File: src/rtl/fpu_scoreboard_if.sv
// fpu_scoreboard_if: ID/EX-side signals exchanged between the FP pipeline and its scoreboard
interface fpu_scoreboard_if #(
    parameter int LAT_W = 4
);
    logic             id_valid;
    logic             id_fp_write;
    logic [4:0]       id_rd;
    logic [LAT_W-1:0] id_latency;
    logic [4:0]       id_rs1;
    logic [4:0]       id_rs2;
    logic [4:0]       id_rs3;
    logic             id_use1;
    logic             id_use2;
    logic             id_use3;
    logic [4:0]       ex_rs1;
    logic [4:0]       ex_rs2;
    logic [4:0]       ex_rs3;
    logic             hold;
    logic             flush;
    logic             stall_id;
    logic [1:0]       rs1_stage;
    logic [1:0]       rs2_stage;
    logic [1:0]       rs3_stage;
    logic [31:0]      busy_mask;

    modport master (
        output id_valid, id_fp_write, id_rd, id_latency,
        output id_rs1, id_rs2, id_rs3, id_use1, id_use2, id_use3,
        output ex_rs1, ex_rs2, ex_rs3, hold, flush,
        input  stall_id, rs1_stage, rs2_stage, rs3_stage, busy_mask
    );

    modport slave (
        input  id_valid, id_fp_write, id_rd, id_latency,
        input  id_rs1, id_rs2, id_rs3, id_use1, id_use2, id_use3,
        input  ex_rs1, ex_rs2, ex_rs3, hold, flush,
        output stall_id, rs1_stage, rs2_stage, rs3_stage, busy_mask
    );
endinterface

File: src/rtl/fpu_scoreboard.sv
// fpu_scoreboard: tracks in-flight FP register writes through EX/MEM/WB and raises ID hazard stalls
module fpu_scoreboard #(
    parameter int LAT_W = 4
) (
    input logic            clk,
    input logic            rst,
    fpu_scoreboard_if.slave sb
);
    typedef enum logic [1:0] {
        ST_IDLE = 2'b00,
        ST_WB   = 2'b01,
        ST_MEM  = 2'b10,
        ST_EX   = 2'b11
    } stage_t;

    stage_t           stg     [32];
    stage_t           stg_nxt [32];
    logic [LAT_W-1:0] cnt     [32];
    logic [LAT_W-1:0] cnt_nxt [32];
    logic [LAT_W-1:0] l_eff;
    logic             raw;
    logic             waw;
    logic             slot;
    logic             issue;

    assign l_eff = (sb.id_latency == '0) ? LAT_W'(1) : sb.id_latency;

    // Hazard detection from current entry state; a producer with one EX cycle left forwards from MEM
    always_comb begin
        raw = (sb.id_use1 && sb.id_rs1 != 5'd0 && stg[sb.id_rs1] == ST_EX && cnt[sb.id_rs1] > LAT_W'(1)) ||
              (sb.id_use2 && sb.id_rs2 != 5'd0 && stg[sb.id_rs2] == ST_EX && cnt[sb.id_rs2] > LAT_W'(1)) ||
              (sb.id_use3 && sb.id_rs3 != 5'd0 && stg[sb.id_rs3] == ST_EX && cnt[sb.id_rs3] > LAT_W'(1));
        waw = sb.id_fp_write && sb.id_rd != 5'd0 && stg[sb.id_rd] == ST_EX;
        slot = 1'b0;
        for (int r = 1; r < 32; r++)
            slot = slot || (stg[r] == ST_EX && {1'b0, cnt[r]} == {1'b0, l_eff} + (LAT_W+1)'(1));
        slot = slot && sb.id_fp_write && sb.id_rd != 5'd0;
    end

    assign sb.stall_id = sb.id_valid && !sb.flush && (raw || waw || slot);
    assign issue = sb.id_valid && sb.id_fp_write && sb.id_rd != 5'd0 &&
                   !sb.stall_id && !sb.hold && !sb.flush;

    // Per-register next stage: a fresh issue overrides the entry's own advance
    always_comb begin
        for (int r = 0; r < 32; r++) begin
            stg_nxt[r] = stg[r];
            cnt_nxt[r] = cnt[r];
            if (r != 0 && !sb.hold) begin
                if (issue && sb.id_rd == 5'(r)) begin
                    stg_nxt[r] = ST_EX;
                    cnt_nxt[r] = l_eff;
                end else begin
                    case (stg[r])
                        ST_EX:   if (cnt[r] > LAT_W'(1)) cnt_nxt[r] = cnt[r] - LAT_W'(1);
                                 else stg_nxt[r] = ST_MEM;
                        ST_MEM:  stg_nxt[r] = ST_WB;
                        ST_WB:   stg_nxt[r] = ST_IDLE;
                        default: stg_nxt[r] = ST_IDLE;
                    endcase
                end
            end
        end
    end

    // Entry state registers; reset discards all tracking
    always_ff @(posedge clk) begin
        if (rst) begin
            for (int r = 0; r < 32; r++) begin
                stg[r] <= ST_IDLE;
                cnt[r] <= '0;
            end
        end else begin
            stg <= stg_nxt;
            cnt <= cnt_nxt;
        end
    end

    assign sb.rs1_stage = (sb.ex_rs1 == 5'd0) ? 2'b00 : stg[sb.ex_rs1];
    assign sb.rs2_stage = (sb.ex_rs2 == 5'd0) ? 2'b00 : stg[sb.ex_rs2];
    assign sb.rs3_stage = (sb.ex_rs3 == 5'd0) ? 2'b00 : stg[sb.ex_rs3];

    // Busy bit per register; f0 is never tracked
    always_comb begin
        sb.busy_mask = '0;
        for (int r = 1; r < 32; r++)
            sb.busy_mask[r] = (stg[r] != ST_IDLE);
    end
endmodule

File: src/flat_wrapper.sv
// flat-port wrapper written by rule: the top's interface ports become plain ports
module fpu_scoreboard_flat 
#(
    parameter int LAT_W = 4
)
  (clk, rst, sb_id_valid, sb_id_fp_write, sb_id_rd, sb_id_latency, sb_id_rs1, sb_id_rs2, sb_id_rs3, sb_id_use1, sb_id_use2, sb_id_use3, sb_ex_rs1, sb_ex_rs2, sb_ex_rs3, sb_hold, sb_flush, sb_stall_id, sb_rs1_stage, sb_rs2_stage, sb_rs3_stage, sb_busy_mask);
  fpu_scoreboard_if #(.LAT_W(LAT_W)) sb_i ();
  input logic clk;
  input logic rst;
  input wire logic [$bits(sb_i.id_valid)-1:0] sb_id_valid;
  input wire logic [$bits(sb_i.id_fp_write)-1:0] sb_id_fp_write;
  input wire logic [$bits(sb_i.id_rd)-1:0] sb_id_rd;
  input wire logic [$bits(sb_i.id_latency)-1:0] sb_id_latency;
  input wire logic [$bits(sb_i.id_rs1)-1:0] sb_id_rs1;
  input wire logic [$bits(sb_i.id_rs2)-1:0] sb_id_rs2;
  input wire logic [$bits(sb_i.id_rs3)-1:0] sb_id_rs3;
  input wire logic [$bits(sb_i.id_use1)-1:0] sb_id_use1;
  input wire logic [$bits(sb_i.id_use2)-1:0] sb_id_use2;
  input wire logic [$bits(sb_i.id_use3)-1:0] sb_id_use3;
  input wire logic [$bits(sb_i.ex_rs1)-1:0] sb_ex_rs1;
  input wire logic [$bits(sb_i.ex_rs2)-1:0] sb_ex_rs2;
  input wire logic [$bits(sb_i.ex_rs3)-1:0] sb_ex_rs3;
  input wire logic [$bits(sb_i.hold)-1:0] sb_hold;
  input wire logic [$bits(sb_i.flush)-1:0] sb_flush;
  output wire logic [$bits(sb_i.stall_id)-1:0] sb_stall_id;
  output wire logic [$bits(sb_i.rs1_stage)-1:0] sb_rs1_stage;
  output wire logic [$bits(sb_i.rs2_stage)-1:0] sb_rs2_stage;
  output wire logic [$bits(sb_i.rs3_stage)-1:0] sb_rs3_stage;
  output wire logic [$bits(sb_i.busy_mask)-1:0] sb_busy_mask;
  assign sb_i.id_valid = sb_id_valid;
  assign sb_i.id_fp_write = sb_id_fp_write;
  assign sb_i.id_rd = sb_id_rd;
  assign sb_i.id_latency = sb_id_latency;
  assign sb_i.id_rs1 = sb_id_rs1;
  assign sb_i.id_rs2 = sb_id_rs2;
  assign sb_i.id_rs3 = sb_id_rs3;
  assign sb_i.id_use1 = sb_id_use1;
  assign sb_i.id_use2 = sb_id_use2;
  assign sb_i.id_use3 = sb_id_use3;
  assign sb_i.ex_rs1 = sb_ex_rs1;
  assign sb_i.ex_rs2 = sb_ex_rs2;
  assign sb_i.ex_rs3 = sb_ex_rs3;
  assign sb_i.hold = sb_hold;
  assign sb_i.flush = sb_flush;
  assign sb_stall_id = sb_i.stall_id;
  assign sb_rs1_stage = sb_i.rs1_stage;
  assign sb_rs2_stage = sb_i.rs2_stage;
  assign sb_rs3_stage = sb_i.rs3_stage;
  assign sb_busy_mask = sb_i.busy_mask;
  fpu_scoreboard #(.LAT_W(LAT_W)) u_core (.clk(clk), .rst(rst), .sb(sb_i));
endmodule
File: config.mk
export PLATFORM = sky130hd
export DESIGN_NAME = fpu_scoreboard_flat
export DESIGN_NICKNAME = d
export VERILOG_FILES = /design/src/rtl/fpu_scoreboard_if.sv /design/src/rtl/fpu_scoreboard.sv /design/src/flat_wrapper.sv
export SDC_FILE = /design/constraint.sdc
export NUM_CORES = 1
export LEC_CHECK = 0
export ABC_AREA = 0
export CORE_MARGIN = 3
export CORE_UTILIZATION = 25
export DETAILED_ROUTE_END_ITERATION = 12
export PLACE_DENSITY = 0.46
export RECOVER_POWER = 100
export SETUP_SLACK_MARGIN = 0.15
export SLEW_MARGIN = 10
export SYNTH_ARGS = -nofsm -noshare
export SYNTH_HDL_FRONTEND = slang
export SYNTH_SLANG_ARGS = --single-unit
File: constraint.sdc
create_clock -name clk -period 33.2 [get_ports clk]
set_input_delay 9.96 -clock clk [delete_from_list [all_inputs] [get_ports clk]]
set_output_delay 9.96 -clock clk [all_outputs]
set_load 0.03 [all_outputs]
# Word level (Yosys, flattened, before mapping)
# Index checks and enable logic that the tools add are counted.
[totals]
n_memories = 0
reg_bits = 186
rom_bits = 0
latch_bits = 0
ram_bits = 0
out_inout_bits = 39
input_bits = 48
[classes]
n_bitwise = 8
add_sub_neg = 32
mux = 220
n_eq_ne = 159
reduce_logical = 282
div_mod_pow = 0
mul = 0
order_cmp = 41
shift = 0
[op_table]
columns = ["cell", "n"]
rows = [
  ["two-way mux 4 bit", 100],
  ["nonzero test 2 bit", 93],
  ["two-way mux 2 bit", 79],
  ["equality test 4 x 5 -> 1 bit", 31],
  ["> comparator 4 x 1 -> 1 bit (second input constant)", 34],
  ["equality test 2 bit (second input constant)", 66],
  ["case mux 2 bit (2 select lines)", 31],
  ["subtractor 4 x 1 -> 4 bit (second input constant)", 31],
  ["inequality test 3 bit (second input constant)", 31],
  ["AND reduction 3 bit", 31],
  ["logical AND 1 bit", 82],
  ["equality test 5 bit (second input constant)", 16],
  ["binary-select mux 2 bit (select 5 bit)", 7],
  ["AND reduction 2 bit", 31],
  ["binary-select mux 4 bit (select 5 bit)", 3],
  ["greater-or-equal comparator 6 bit (second input constant)", 7],
  ["inverter 5 -> 6 bit", 7],
  ["equality test 5 x 4 -> 1 bit (second input constant)", 8],
  ["logical OR 1 bit", 34],
  ["equality test 5 x 3 -> 1 bit (second input constant)", 4],
  ["nonzero test 5 bit", 4],
  ["logical NOT 5 bit", 3],
  ["equality test 5 x 2 -> 1 bit (second input constant)", 2],
  ["adder 4 x 1 -> 5 bit (second input constant)", 1],
  ["other kinds (4)", 6],
]

# Logic depth before layout (Yosys ltp)
[depth]
ltp_word = 46
depth_mapped = 26
ltp_nobuf = 13

# Worst setup path after synthesis
# OpenSTA, ideal clock, no wires.
[synth_timing]
kind = "input to output"
start = "in sb_id_latency[3]"
end = "out sb_stall_id"
slack_ps = 8339
stages = 22
t_arrival_ps = 14901
n_path_buf = 10
t_required_ps = 23240
cell_sequence = "buf_2 nor3_1 buf_2 nor2_1 buf_2 clkbuf_1 clkbuf_1 inv_1 clkbuf_1 ha_1 buf_4 xnor2_2 buf_4 xnor2_1 or4_1 o21a_1 a41oi_1 nor2_1 clkbuf_1 clkbuf_1 o21ai_0 nor2b_1"
[synth_between]
elab_chain_len = 39
[synth_rtl]
columns = ["element", "line_no", "rtl"]
rows = [
  ["from (decl)", "flat_wrapper.sv:13", "input wire logic [$bits(sb_i.id_latency)-1:0] sb_id_latency;"],
  ["logical NOT 4 bit", "fpu_scoreboard.sv:26", "assign l_eff = (sb.id_latency == '0) ? LAT_W'(1) : sb.id_latency;"],
  ["two-way mux 4 bit *", "fpu_scoreboard.sv:26", ""],
  ["adder 4 x 1 -> 5 bit *", "fpu_scoreboard.sv:36", "slot = slot || (stg[r] == ST_EX && {1'b0, cnt[r]} == {1'b0, l_eff} + (LAT_W+1)'(1));"],
  ["equality test 4 x 5 -> 1 bit", "fpu_scoreboard.sv:36", ""],
  ["logical AND 1 bit", "fpu_scoreboard.sv:36", ""],
  ["logical OR 1 bit (29 in series)", "fpu_scoreboard.sv:36", ""],
  ["logical OR 1 bit *", "fpu_scoreboard.sv:36", ""],
  ["logical AND 1 bit * (2 in series)", "fpu_scoreboard.sv:37", "slot = slot && sb.id_fp_write && sb.id_rd != 5'd0;"],
  ["logical OR 1 bit *", "fpu_scoreboard.sv:40", "assign sb.stall_id = sb.id_valid && !sb.flush && (raw || waw || slot);"],
  ["logical AND 1 bit *", "fpu_scoreboard.sv:40", ""],
  ["to (decl)", "flat_wrapper.sv:25", "output wire logic [$bits(sb_i.stall_id)-1:0] sb_stall_id;"],
]
# Every way passes the cells marked *; elsewhere a longest branch is shown, timed or not.

# Worst setup path in the final report
# Ends and elaborated chain as after synthesis.

==> impl_metrics.json <==
{
  "critPathKind": "input pin to primary output",
  "status": "finished, violations left",
  "cts_tree": "built",
  "place_congestion": 0.959,
  "p_int_mw": 0.384,
  "clockRootBuffer": "clkbuf_16",
  "rr_worst_depth": 10,
  "period_share": 0.867,
  "drv_cap": 6,
  "drc": 0,
  "syn-num-nets": 2292,
  "ys_seq_area_frac": 0.217,
  "cpMaxStageDelayCell": "ha_1",
  "clk_latency_ps": 480,
  "fin_skew_ps": 15.4,
  "syn_inst": 2181,
  "leakage_nw": 6.10,
  "violations": "capacitance limit, slew limit",
  "grt_usage": 0.219,
  "cp_data_required_time_ps": 23240,
  "h-tree-depth": 4,
  "drtIter0Drc": 2256,
  "cts.sinks": 186,
  "start_util": 0.254,
  "nets": 2241,
  "worst_slew_pin_slew_ps": 3610,
  "wl_per_cell_um": 26.7,
  "slowest_delay_ps": 1540,
  "syn_to_final_growth_pct": 12.3,
  "fp-row-count": 95,
  "fmax_mhz": 34.7,
  "power.total_mw": 0.569,
  "power_frac_seq": 0.407,
  "cp_common_cell": "dlygate4sd3_1",
  "p_clk_frac": 0.393,
  "routed_wl_um": 80700,
  "vias": 18800,
  "tns_ps": 0,
  "post_dp_cell_area_um2": 18700,
  "synth_edf_count": 0,
  "cts_buffer_depth": 2,
  "antenna_left": 0,
  "drt-vias-per-instance": 6.24,
  "die_area_um2": 71900,
  "slew_headroom": -1.41,
  "cts_buffers": 17,
  "hpwl_um": 57100,
  "grt_max_degree": 96,
  "hold_depth": 2,
  "ys_warn_count": 0,
  "overflow": 0,
  "first_pass_iters": 6,
  "start_kind": "input pin",
  "path_max_fanout": 31,
  "die-height_um": 268,
  "io_pins": 87,
  "layout-drive-gt1-share": 0.104,
  "antenna_found_initial": 3,
  "grt_pass1_vias": 17500,
  "hp-class": "flip-flop to flip-flop",
  "rsz0062_at_grt": "no",
  "synth_ff_type": "dfxtp_1",
  "port_buffers": 85,
  "crit_chain": "dlygate4sd3_1, nor3_1, clkbuf_1, nor2_4, inv_1, ha_1, xnor2_1, nand4_1, a2111oi_0, a221o_1, nor4b_1, nand3_1, nor2_1, o21ai_0, nor2b_1, dlygate4sd3_1",
  "grt_pass1_wl_um": 118000,
  "cts.repair.resized": 0,
  "cp-end-kind": "primary output",
  "vdd_drop_max_mv": 0.0273,
  "core-area_um2": 67600,
  "maxSlewViolCount": 216,
  "postCtsHoldBufs": 0,
  "comb_power_share": 0.201,
  "worstPathArrival_ps": 18820,
  "period_minus_slack_ps": 28780,
  "cts.clk_slew.worst_paths_ps": 80,
  "syn_area_um2": 17200,
  "final_area_um2": 19300,
  "final-setup-viol-count": 0,
  "p_sw_frac": 0.326,
  "final_hold_viol_count": 0,
  "power.density_nw_per_um2": 29.5,
  "yosys_register_bits": 186,
  "dieWidth_um": 268,
  "p_switching_mw": 0.186,
  "postCtsSetupBuffers": 0,
  "ys_types": 82,
  "postSynth.asyncResetShare": 0,
  "synth.avg_cell_area_um2": 7.88
}
-- final timing paths --
path / from / endpoint / slack [ps]
hold / removal: u_core.stg[23] / u_core.stg[23] / 600
setup / recovery: sb_id_latency[3] / sb_stall_id / 4420
hold reg to reg: u_core.stg[23] / u_core.stg[23] / 600
setup reg to reg: u_core.stg[24] / u_core.cnt[82] / 25100
-- Yosys cell counts (10+ instances only) --
library cell / n / area (µm²)
mux4_2: 66 / 1490
o31ai_1: 13 / 97.6
nor3b_1: 10 / 75.1
a31oi_1: 61 / 382
a21oi_1: 184 / 921
o21ai_0: 76 / 380
buf_2: 15 / 75.1
mux2_2: 16 / 180
dfxtp_1: 186 / 3720
o211ai_1: 20 / 150
clkbuf_1: 159 / 597
nand3_1: 84 / 420
xor2_1: 26 / 228
or3_1: 29 / 181
inv_1: 106 / 398
or2_2: 51 / 319
or4_1: 22 / 165
xnor2_1: 61 / 534
nor2_1: 140 / 526
a41o_1: 20 / 200
a2111oi_0: 35 / 307
a311oi_1: 32 / 280
nand4_1: 28 / 175
ha_1: 63 / 788
a221oi_1: 22 / 193
nand2b_1: 14 / 87.6
nor4_1: 99 / 619
mux2i_1: 25 / 250
nor3_1: 116 / 581
nor2b_1: 45 / 282
buf_4: 12 / 90.1
o311ai_0: 50 / 438
and2_1: 12 / 75.1
a211oi_1: 75 / 563
nand2_1: 86 / 323
buf_1: 15 / 56.3
-- registers in the layout, summed over array words and instances (netlist names) --
name        flops
u_core.stg     62
u_core.cnt    124
-- power by group through the flow --
stage | clock (mW) | sequential (mW) | combinational (mW)
6_report | 0.224 | 0.232 | 0.114
5_1_grt | 0.235 | 0.232 | 0.121
4_1_cts | 0.228 | 0.231 | 0.114
3_5_place_dp | 0 | 0.237 | 0.114
3_3_place_gp | 0 | 0.237 | 0.113
2_1_floorplan | 0 | 0.232 | 0.0752
-- kinds of logic (layout without fill, tap and decap cells) --
logic type	count (synthesis)	count (layout)	synth area share
xor gates and xnor gates	97	97	0.0569
other	1	4	0.000218
buffers and inverters	311	273	0.0717
adders and majority gates	63	63	0.0459
AOI/OAI and AO/OA	655	655	0.262
DFF	186	186	0.217
muxes	107	107	0.112
and+or+nand+nor	761	761	0.235
-- final cells by class --
| cell class | count | area, µm² |
|---|---|---|
| Clock buffer | 23 | 498 |
| Sequential cell | 186 | 3720 |
| Fill cell | 7154 | 48300 |
| Clock inverter | 9 | 113 |
| Antenna cell | 3 | 7.51 |
| Inverter | 109 | 409 |
| Timing Repair Buffer | 132 | 1190 |
| Multi-Input combinational cell | 1684 | 12300 |
| Tap cell | 873 | 1090 |
-- metrics by stage --
stage | util | instances | hold WS, ps | setup WS, ps
5_1_grt | 0.285 | 3016 | 637 | 3920
3_3_place_gp | 0.277 | 2984 | 564 | 6750
3_5_place_dp | 0.277 | 2984 | 578 | 6580
2_1_floorplan | - | 2181 | 512 | 8340
4_1_cts | 0.286 | 3016 | 592 | 6570
6_report | 0.285 | 3019 | 597 | 4420
-- placed cells by master (no fill, tap or decap), types with 39 or more instances in the layout --
master,n
nand3_1,84
o311ai_0,45
dlygate4sd3_1,39
dfxtp_1,186
ha_1,63
nor4_1,99
o21ai_0,76
a211oi_1,75
clkdlybuf4s50_1,43
a31oi_1,61
nor3_1,116
a21oi_1,184
mux4_2,66
buf_4,43
inv_1,105
or2_2,50
nor2b_1,45
xnor2_1,60
nor2_1,137
nand2_1,86
-- critical path, delay by kind of cell --
kind / cells / cell delay, ps
AOI/OAI and AO/OA: 3 / 870
adders and majority gates: 1 / 1540
buffers and inverters: 4 / 3160
and+or+nand+nor: 7 / 3120
xor gates and xnor gates: 1 / 120
-- routing by layer --
metal	vias to the layer above	wire length, µm	track usage
met1	9412	37000	0.316
met5	-	0	0
met4	0	2140	0.0771
li1	8338	-	-
met3	117	7280	0.0420
met2	966	34300	0.325
(Power assumes the default switching activity.)
